File: config.mk
export PLATFORM = sky130hd
export DESIGN_NAME = clock_div_monitor
export DESIGN_NICKNAME = d
export VERILOG_FILES = /design/src/rtl/clock_div_monitor.sv
export SDC_FILE = /design/constraint.sdc
export NUM_CORES = 1
export LEC_CHECK = 0
export ABC_AREA = 1
export CORE_ASPECT_RATIO = 1.75
export CORE_UTILIZATION = 54
export CTS_BUF_LIST = sky130_fd_sc_hd__clkbuf_4
export CTS_CLUSTER_DIAMETER = 60
export DETAILED_ROUTE_END_ITERATION = 12
export PLACE_DENSITY = 0.89
export SETUP_SLACK_MARGIN = 0.3
export SYNTH_ARGS = -nofsm -noshare
export SYNTH_HDL_FRONTEND = slang
export SYNTH_SLANG_ARGS = --single-unit
File: constraint.sdc
create_clock -name clk -period 2.2 [get_ports clk]
set_input_delay 0.44 -clock clk [delete_from_list [all_inputs] [get_ports clk]]
set_output_delay 0.44 -clock clk [all_outputs]
set_load 0.01 [all_outputs]
File: src/rtl/clock_div_monitor.sv
// Divided-clock monitor: measures each half-period of div_i in clk cycles, tracks lock and
// flags short/long/stuck intervals. Define DIV_MON_STICKY_EN to latch FAULT until clr_i.
module clock_div_monitor #(
  parameter int unsigned EXP_HALF = 1040,
  parameter int unsigned TOL      = 8,
  parameter int unsigned LOCK_N   = 4,
  parameter int unsigned CNT_W    = 16
) (
  input  logic             clk,
  input  logic             rstn,
  input  logic             div_i,
  input  logic             clr_i,
  output logic             locked_o,
  output logic             fault_o,
  output logic [1:0]       fault_code_o,
  output logic [CNT_W-1:0] half_cnt_o,
  output logic             meas_vld_o
);

  localparam logic [1:0] StIdle   = 2'd0;
  localparam logic [1:0] StAcq    = 2'd1;
  localparam logic [1:0] StLocked = 2'd2;
  localparam logic [1:0] StFault  = 2'd3;

  localparam logic [1:0] CodeNone  = 2'b00;
  localparam logic [1:0] CodeShort = 2'b01;
  localparam logic [1:0] CodeLong  = 2'b10;
  localparam logic [1:0] CodeStuck = 2'b11;

  localparam logic [CNT_W-1:0] WinLo    = CNT_W'(EXP_HALF - TOL);
  localparam logic [CNT_W-1:0] WinHi    = CNT_W'(EXP_HALF + TOL);
  localparam logic [CNT_W-1:0] StuckCnt = CNT_W'(2 * EXP_HALF - 1);
  localparam logic [CNT_W-1:0] CntMax   = {CNT_W{1'b1}};
  localparam logic [CNT_W-1:0] CntOne   = CNT_W'(1);
  localparam logic [3:0]       LockN    = 4'(LOCK_N);

  logic [2:0]       sync_q;
  logic             evt_q;
  logic [CNT_W-1:0] cnt_q, cnt_d;
  logic [CNT_W-1:0] half_q, half_d;
  logic             vld_q;
  logic [1:0]       state_q, state_d;
  logic [3:0]       good_q, good_d;
  logic [1:0]       code_q, code_d;

  logic             edge_det;
  logic [CNT_W-1:0] meas;
  logic             is_short, is_long, in_win, stuck;

  // sync_q[1:0] is the synchronizer; sync_q[2] is the edge-detect history flop.
  assign edge_det = sync_q[1] ^ sync_q[2];

  always_comb begin
    meas     = (cnt_q == CntMax) ? cnt_q : cnt_q + CntOne;
    is_short = meas < WinLo;
    is_long  = meas > WinHi;
    in_win   = !is_short && !is_long;
    stuck    = !evt_q && (cnt_q == StuckCnt);
  end

  always_comb begin
    cnt_d   = evt_q ? '0 : ((cnt_q == CntMax) ? cnt_q : cnt_q + CntOne);
    half_d  = evt_q ? meas : half_q;
    state_d = state_q;
    good_d  = good_q;
    code_d  = clr_i ? CodeNone : code_q;

    case (state_q)
      StIdle: begin
        if (evt_q) begin
          state_d = StAcq;
          good_d  = '0;
        end
      end
      StAcq: begin
        if (evt_q) begin
          if (in_win) begin
            good_d = good_q + 4'd1;
            if (good_q + 4'd1 == LockN) state_d = StLocked;
          end else begin
            good_d = '0;
          end
        end else if (stuck) begin
          state_d = StIdle;
          good_d  = '0;
        end
      end
      StLocked: begin
        // Fault detection takes priority over a simultaneous clr_i.
        if (evt_q && is_short) begin
          state_d = StFault;
          code_d  = CodeShort;
          good_d  = '0;
        end else if (evt_q && is_long) begin
          state_d = StFault;
          code_d  = CodeLong;
          good_d  = '0;
        end else if (stuck) begin
          state_d = StFault;
          code_d  = CodeStuck;
          good_d  = '0;
        end
      end
      StFault: begin
`ifdef DIV_MON_STICKY_EN
        if (clr_i) begin
          state_d = StIdle;
          good_d  = '0;
        end
`else
        if (evt_q) begin
          state_d = StAcq;
          good_d  = '0;
        end
`endif
      end
      default: begin
        state_d = StIdle;
        good_d  = '0;
      end
    endcase
  end

  always_ff @(posedge clk or negedge rstn) begin
    if (!rstn) begin
      sync_q  <= '0;
      evt_q   <= 1'b0;
      cnt_q   <= '0;
      half_q  <= '0;
      vld_q   <= 1'b0;
      state_q <= StIdle;
      good_q  <= '0;
      code_q  <= CodeNone;
    end else begin
      sync_q  <= {sync_q[1:0], div_i};
      evt_q   <= edge_det;
      cnt_q   <= cnt_d;
      half_q  <= half_d;
      vld_q   <= evt_q;
      state_q <= state_d;
      good_q  <= good_d;
      code_q  <= code_d;
    end
  end

  assign locked_o     = (state_q == StLocked);
  assign fault_o      = (state_q == StFault);
  assign fault_code_o = code_q;
  assign half_cnt_o   = half_q;
  assign meas_vld_o   = vld_q;

endmodule

After elaboration in Yosys (flattened, before gate mapping)
Index checks and enable logic that the tools add are counted.
- flip-flop bits (word level): 45
- input port bits: 4
- output and inout port bits: 21
- word-level logic and storage cells: 57
- add/subtract/negate cells: 2
- magnitude comparators: 2
- eq/ne operators: 11
- muxes and demuxes: 23
- bitwise operators: 1
- reductions and logical operators: 10
- operator list (kind ; number):
    $mux W16 ; 2
    $mux W2 ; 13
    $mux W4 ; 6
    $add A16 B1 Y16 const B ; 1
    $eq A16 B12 Y1 const B ; 1
    $eq A16 B16 Y1 const B ; 1
    $gt A16 B11 Y1 const B ; 1
    $lt A16 B11 Y1 const B ; 1
    $pmux W4 S3 ; 1
    $ne A3 B3 Y1 const B ; 3
    $pmux W2 S3 ; 1
    $reduce_and A5 Y1 ; 1
    $add A4 B1 Y4 const B ; 1
    $eq A2 B2 Y1 const B ; 2
    $eq A4 B3 Y1 const B ; 1
    $logic_and A1 B1 Y1 ; 4
    $ne A4 B1 Y1 const B ; 1
    $logic_not A1 Y1 ; 3
    $eq A2 B1 Y1 const B ; 1
    $logic_not A2 Y1 ; 1
    $ne A2 B1 Y1 const B ; 1
    $reduce_or A2 Y1 ; 1
    $xor A1 B1 Y1 ; 1

Longest topological paths before layout
Gate-level depths: netlist of the first run.
- depth in word-level cells: 8
- mapped depth: 18
- gate-level depth less buffers: 18

Worst setup path before layout of the first run
No wires, ideal clock.
- kind: register -> register
- start: register cnt_q[0]
- end: register state_q[1]
- library setup time: 0.117 ns
- arrival: 1.998 ns
- data required time: 2.083 ns
- setup slack: 0.085 ns
- stages on the path, launching flop included: 18
- buffers on the path: 1
- period minus slack after synthesis: 2.115 ns
- path through: dfrtp_1 -> ha_1 -> inv_1 -> nor2_4 -> nand2_4 -> inv_2 -> nand2_4 -> buf_6 -> nand2_1 -> nand4_1 -> nor2_1 -> nand2_1 -> nand2_2 -> nand3_1 -> nand2_1 -> nand3_2 -> nand2_1 -> nand2_1
- word-level cells in the longest chain between the ends: 7
- elaborated cells between the ends (all ways): 19
- those cells by class: 1 x add/sub; 2 x order compare; 5 x eq/ne; 4 x mux; 7 x reduce/logical
- RTL lines (element ; line ; source):
    start: declaration ; 39 ; logic [CNT_W-1:0] cnt_q, cnt_d;
    start signal: assignment ; 137 ; cnt_q <= cnt_d;
    $add A16 B1 Y16 / $eq A16 B16 Y1 (equally long branches) ; 54 ; meas = (cnt_q == CntMax) ? cnt_q : cnt_q + CntOne;
    $mux W16 ; n/a ;
    $gt A16 B11 Y1 / $lt A16 B11 Y1 (equally long branches) ; 56, 55 ;
    $logic_and A1 B1 Y1 / $logic_not A1 Y1 (equally long branches) ; 94, 57 ;
    $mux W2 / $logic_and A1 B1 Y1 (equally long branches) ; 94, 57 ;
    $mux W2 / $ne A3 B3 Y1 (equally long branches) ; n/a ;
    $pmux W2 S3 / $reduce_and A5 Y1 (equally long branches) ; n/a ;
    end signal: assignment ; 131 ; state_q <= StIdle;
    end signal: assignment ; 140 ; state_q <= state_d;
    end: declaration ; 42 ; logic [1:0] state_q, state_d;
Parallel ways exist; a longest one is shown, timed or not.
A chain may end at the register's enable or synchronous reset.

Worst setup path in the final report of the first run
- start: register cnt_q[1]
- end: register good_q[0]
- word-level cells in the longest chain between the ends: 8
- elaborated cells between the ends (all ways): 18
- those cells by class: 1 x add/sub; 2 x order compare; 2 x eq/ne; 7 x mux; 6 x reduce/logical
- RTL lines (element ; line ; source):
    $add A16 B1 Y16 / $eq A16 B16 Y1 (equally long branches) ; 54 ;
    $mux W16 ; n/a ;
    $lt A16 B11 Y1 / $gt A16 B11 Y1 (equally long branches) ; 55, 56 ;
    $logic_not A1 Y1 ; 57 ; in_win = !is_short && !is_long;
    $logic_and A1 B1 Y1 ; 57 ;
    $mux W4 ; 77 ; if (in_win) begin
    $mux W4 ; 76 ; if (evt_q) begin
    $pmux W4 S3 (*) ; 68 ; case (state_q)
    end signal: assignment ; 141 ; good_q <= good_d;
    end: declaration ; 43 ; logic [3:0] good_q, good_d;
Mark *: on every way between the ends. The rest lies on a longest branch, timed or not.

==> metrics.csv, run 1 <==
stage;metric;value;unit
sta;setup_ws;-109;ps
floorplan;rows;33;
run_status;status;finished, violations left;
global_route;grt_pass1_vias;2703;
sta;holdWs;11.2;ps
global_route;overflow;0;
yosys;synth_ff_type;dfrtp_1;
floorplan;ioPinCount;25;
yosys;synth-seq-cells;45;
yosys;synth_edf_count;0;
setup_path;crit_type;reg2reg;
clock_tree;clk_pin_slew;140;ps
power;p_total;1970;µW
sta;rsz0062_at_grt;yes;
global_route;antenna_found_initial;0;
setup_path;r2r_slack;-110;ps
clock_tree;holdBufCountCts;0;
sta;relSlewSlack;65.2;%
sta;finalCriticalPeriod;2310;ps
yosys;netlist_top_cells_area;dfrtp_1 42%, nand2_1 15%, inv_1 6.2%, nor2_1 5.5%, nand3_1 4.9%;
yosys;yosys_warnings;0;
floorplan;die_h;94.7;µm
finish;fill_cells;310;
hold_path;hold_path.class;in2async;
setup_path;r2r-end;good_q[0];
global_route;grt_max_degree;25;
clock_tree;clk_latency;380;ps
clock_tree;clock_sink_count;45;
setup_path;r2r_cells;15;
clock_tree;cts_made_buffers;5;
floorplan;die_x;55.0;µm
finish;nets;423;
yosys;syn_inst;355;
global_route;grt_pass1_wl;12300;µm
setup_path;worst_ep_arrival_time;2630;ps
sta;setup_viol;6;
power;peakVddDrop;0.684;mV
setup_path;worstPathRequired;2520;ps
yosys;synthesis.area;2650;µm²
setup_path;path_max_fanout;7;
placed_design;hpwl;4780;µm
clock_tree;cts.htree.levels;2;
placed_design;routabilityCongestion;1.06;
sta;fin_skew;15.8;ps
clock_tree;cts_buffer_depth;2;
placed_design;io_buffers;24;
setup_path;reg2reg_from;cnt_q[1];
run;max_cap_viol_count;0;
sta;finalCritPeriodShare;105;%
route;via_count;2799;
yosys;syn_avg_cell_area;7.47;µm²
finish;n_antenna_cell;0;
yosys;syn-num-nets;365;
floorplan;core_area;4710;µm²
floorplan;die-area;5200;µm²
setup_path;worstSetupStartpoint;cnt_q[1];
route;drc;0;
sta;worst_pin_slew;522;ps
global_route;gr-usage-all-layers;33.3;%
setup_path;start_kind;register;
setup_path;critPathCaptureType;register;
clock_tree;ctsRootBufferMaster;clkbuf_4;
sta;fmax;433;MHz
power;leakage;0.00173;µW
sta;slew_viol_final;0;
setup_path;crit_path_end;good_q[0];
power;p_per_area;572;nW/µm²
route;wirelength;8050;µm
yosys;yosysSeqAreaShare;42.5;%
finish;drive_above_1_share;26.8;%
yosys;synth_top_area_share;42.5;%
yosys;synth_cell_types;30;
clock_tree;cts_tree;built;
floorplan;start_util;56.3;%
sta;hold_viol_final;0;
yosys;synth_top_area_cell;dfrtp_1;
finish;area_growth;30.2;%
run_status;violations;negative setup slack;
route;ant_nets;0;
route;viasPerCell;6.01;
route;drt_iter0_drc;246;
route;dr.pass1.iters;6;
route;wl_per_cell;17.3;µm
yosys;synthArstFlopShare;100;%
[power breakdown]
group	internal [µW]	switching, µW
Combinational	215	306
Sequential	883	46.5
Clock	241	282
[state kept, by name (all words and copies together) (netlist names)]
signal and cells:
cnt_q 16, evt_q 1, fault_code_o 2, good_q 4, half_cnt_o 16, meas_vld_o 1
state_q 2, sync_q 3
[placed cells by master (no fill, tap or decap), types with 2 or more instances in the layout]
| cell type | n |
|---|---|
| dlygate4sd2_1 | 2 |
| nand3_2 | 8 |
| nor4_1 | 3 |
| nand3_4 | 3 |
| nor2_4 | 9 |
| inv_2 | 3 |
| nor3_1 | 3 |
| nand4_1 | 16 |
| inv_1 | 40 |
| dfrtp_2 | 6 |
| dfrtp_1 | 39 |
| buf_4 | 33 |
| o21ai_0 | 19 |
| inv_4 | 2 |
| nor2_2 | 7 |
| nand2_1 | 91 |
| a21oi_1 | 2 |
| nand2_4 | 5 |
| clkbuf_4 | 5 |
| nand3_1 | 22 |
| nand2_2 | 16 |
| xor2_1 | 6 |
| nor2_1 | 31 |
| clkdlybuf4s50_1 | 21 |
| ha_1 | 4 |
| o21ai_2 | 2 |
[worst max-delay path: stages, from the launching register on]
cell and delay, ps:
dfrtp_1 430, ha_4 190, inv_2 50, nor2_4 120, nand2_4 100, inv_4 100
nand2_4 110, nand2_1 140, nand4_1 210, nor2_1 180, nand2_2 110, nand2_4 110
nand2_2 90, o21ai_1 150, nand3_1 80, nand2_1 70
[layout make-up]
class / count / area, µm² / share of cell area [%]
multi-input cells: 258 / 1490 / 43.3
clock inverters: 3 / 46.3 / 1.34
flip-flops and latches: 45 / 1130 / 32.8
inverters: 45 / 174 / 5.04
repair buffers: 58 / 500 / 14.5
clock buffers: 5 / 37.5 / 1.09
well taps: 52 / 65.1 / 1.89
[cell families after synthesis]
family	after synthesis	share of synthesized area, %
and+or+nand+nor	216	38.3
DFF	45	42.5
buffers and inverters	53	7.93
xor gates and xnor gates	8	2.93
adders and majority gates	6	2.83
AOI/OAI and AO/OA	27	5.52
[metal layers]
| metal | GRT usage (%) | routed length [µm] | share of wire [%] | vias to the layer above |
|---|---|---|---|---|
| li1 | - | - | - | 1251 |
| met1 | 38.5 | 2760 | 34 | 1303 |
| met2 | 54.1 | 4110 | 51 | 178 |
| met3 | 4.99 | 560 | 7.0 | 67 |
| met4 | 22.3 | 629 | 7.8 | 0 |
| met5 | 0 | 0 | 0 | - |
[how the worst min path moves through the flow]
| stage | start | to | slack [ps] | cells after the start |
|---|---|---|---|---|
| 2_1_floorplan | rstn | cnt_q[0] | 140 | 0 |
| 3_3_place_gp | sync_q[0] | sync_q[1] | 340 | 0 |
| 3_5_place_dp | sync_q[0] | sync_q[1] | 360 | 0 |
| 4_1_cts | rstn | half_cnt_o[10] | 40 | 1 |
| 5_1_grt | rstn | fault_code_o[0] | 60 | 1 |
| 6_report | rstn | half_cnt_o[10] | 10 | 1 |
[cell usage after synthesis (all sizes together), types with 2 or more instances]
cell type,number
nand4,16
nor3,3
ha,6
nand3,33
nor2,47
clkbuf,6
o21ai,22
xor2,7
nand2,112
dfrtp,45
a21oi,3
inv,45
buf,2
nor4,3
[through the flow]
step                cell area [µm²]  setup WS (ps)  std cells  utilization (%)  TNS, ps
floorplan                      2680            240        355                -        0
global placement               3060           24.2        438             65.0        0
detailed placement             3060          -35.7        438             65.0    -80.1
CTS                            3350           66.6        460             71.2        0
global route                   3450           -251        466             73.3    -1560
finish                         3450           -109        466             73.3     -457
[what timing repair did]
item	4_1_cts	5_1_grt
buffers inserted	13	6
resized for setup	35	14
hold endpoints to repair	0	0
endpoints found under the setup margin	10	8
pin swaps	18	5
gates cloned	1	0
Power figures use the tool's default switching activity.
==> inputs of run 2 (changes only) <==
CTS_CLUSTER_DIAMETER = 200   (was 60)
CTS_CLUSTER_SIZE = 30   (was not set)
==> results of run 2 <==
The final DEF is identical to that of run 1; final timing and power are the same.
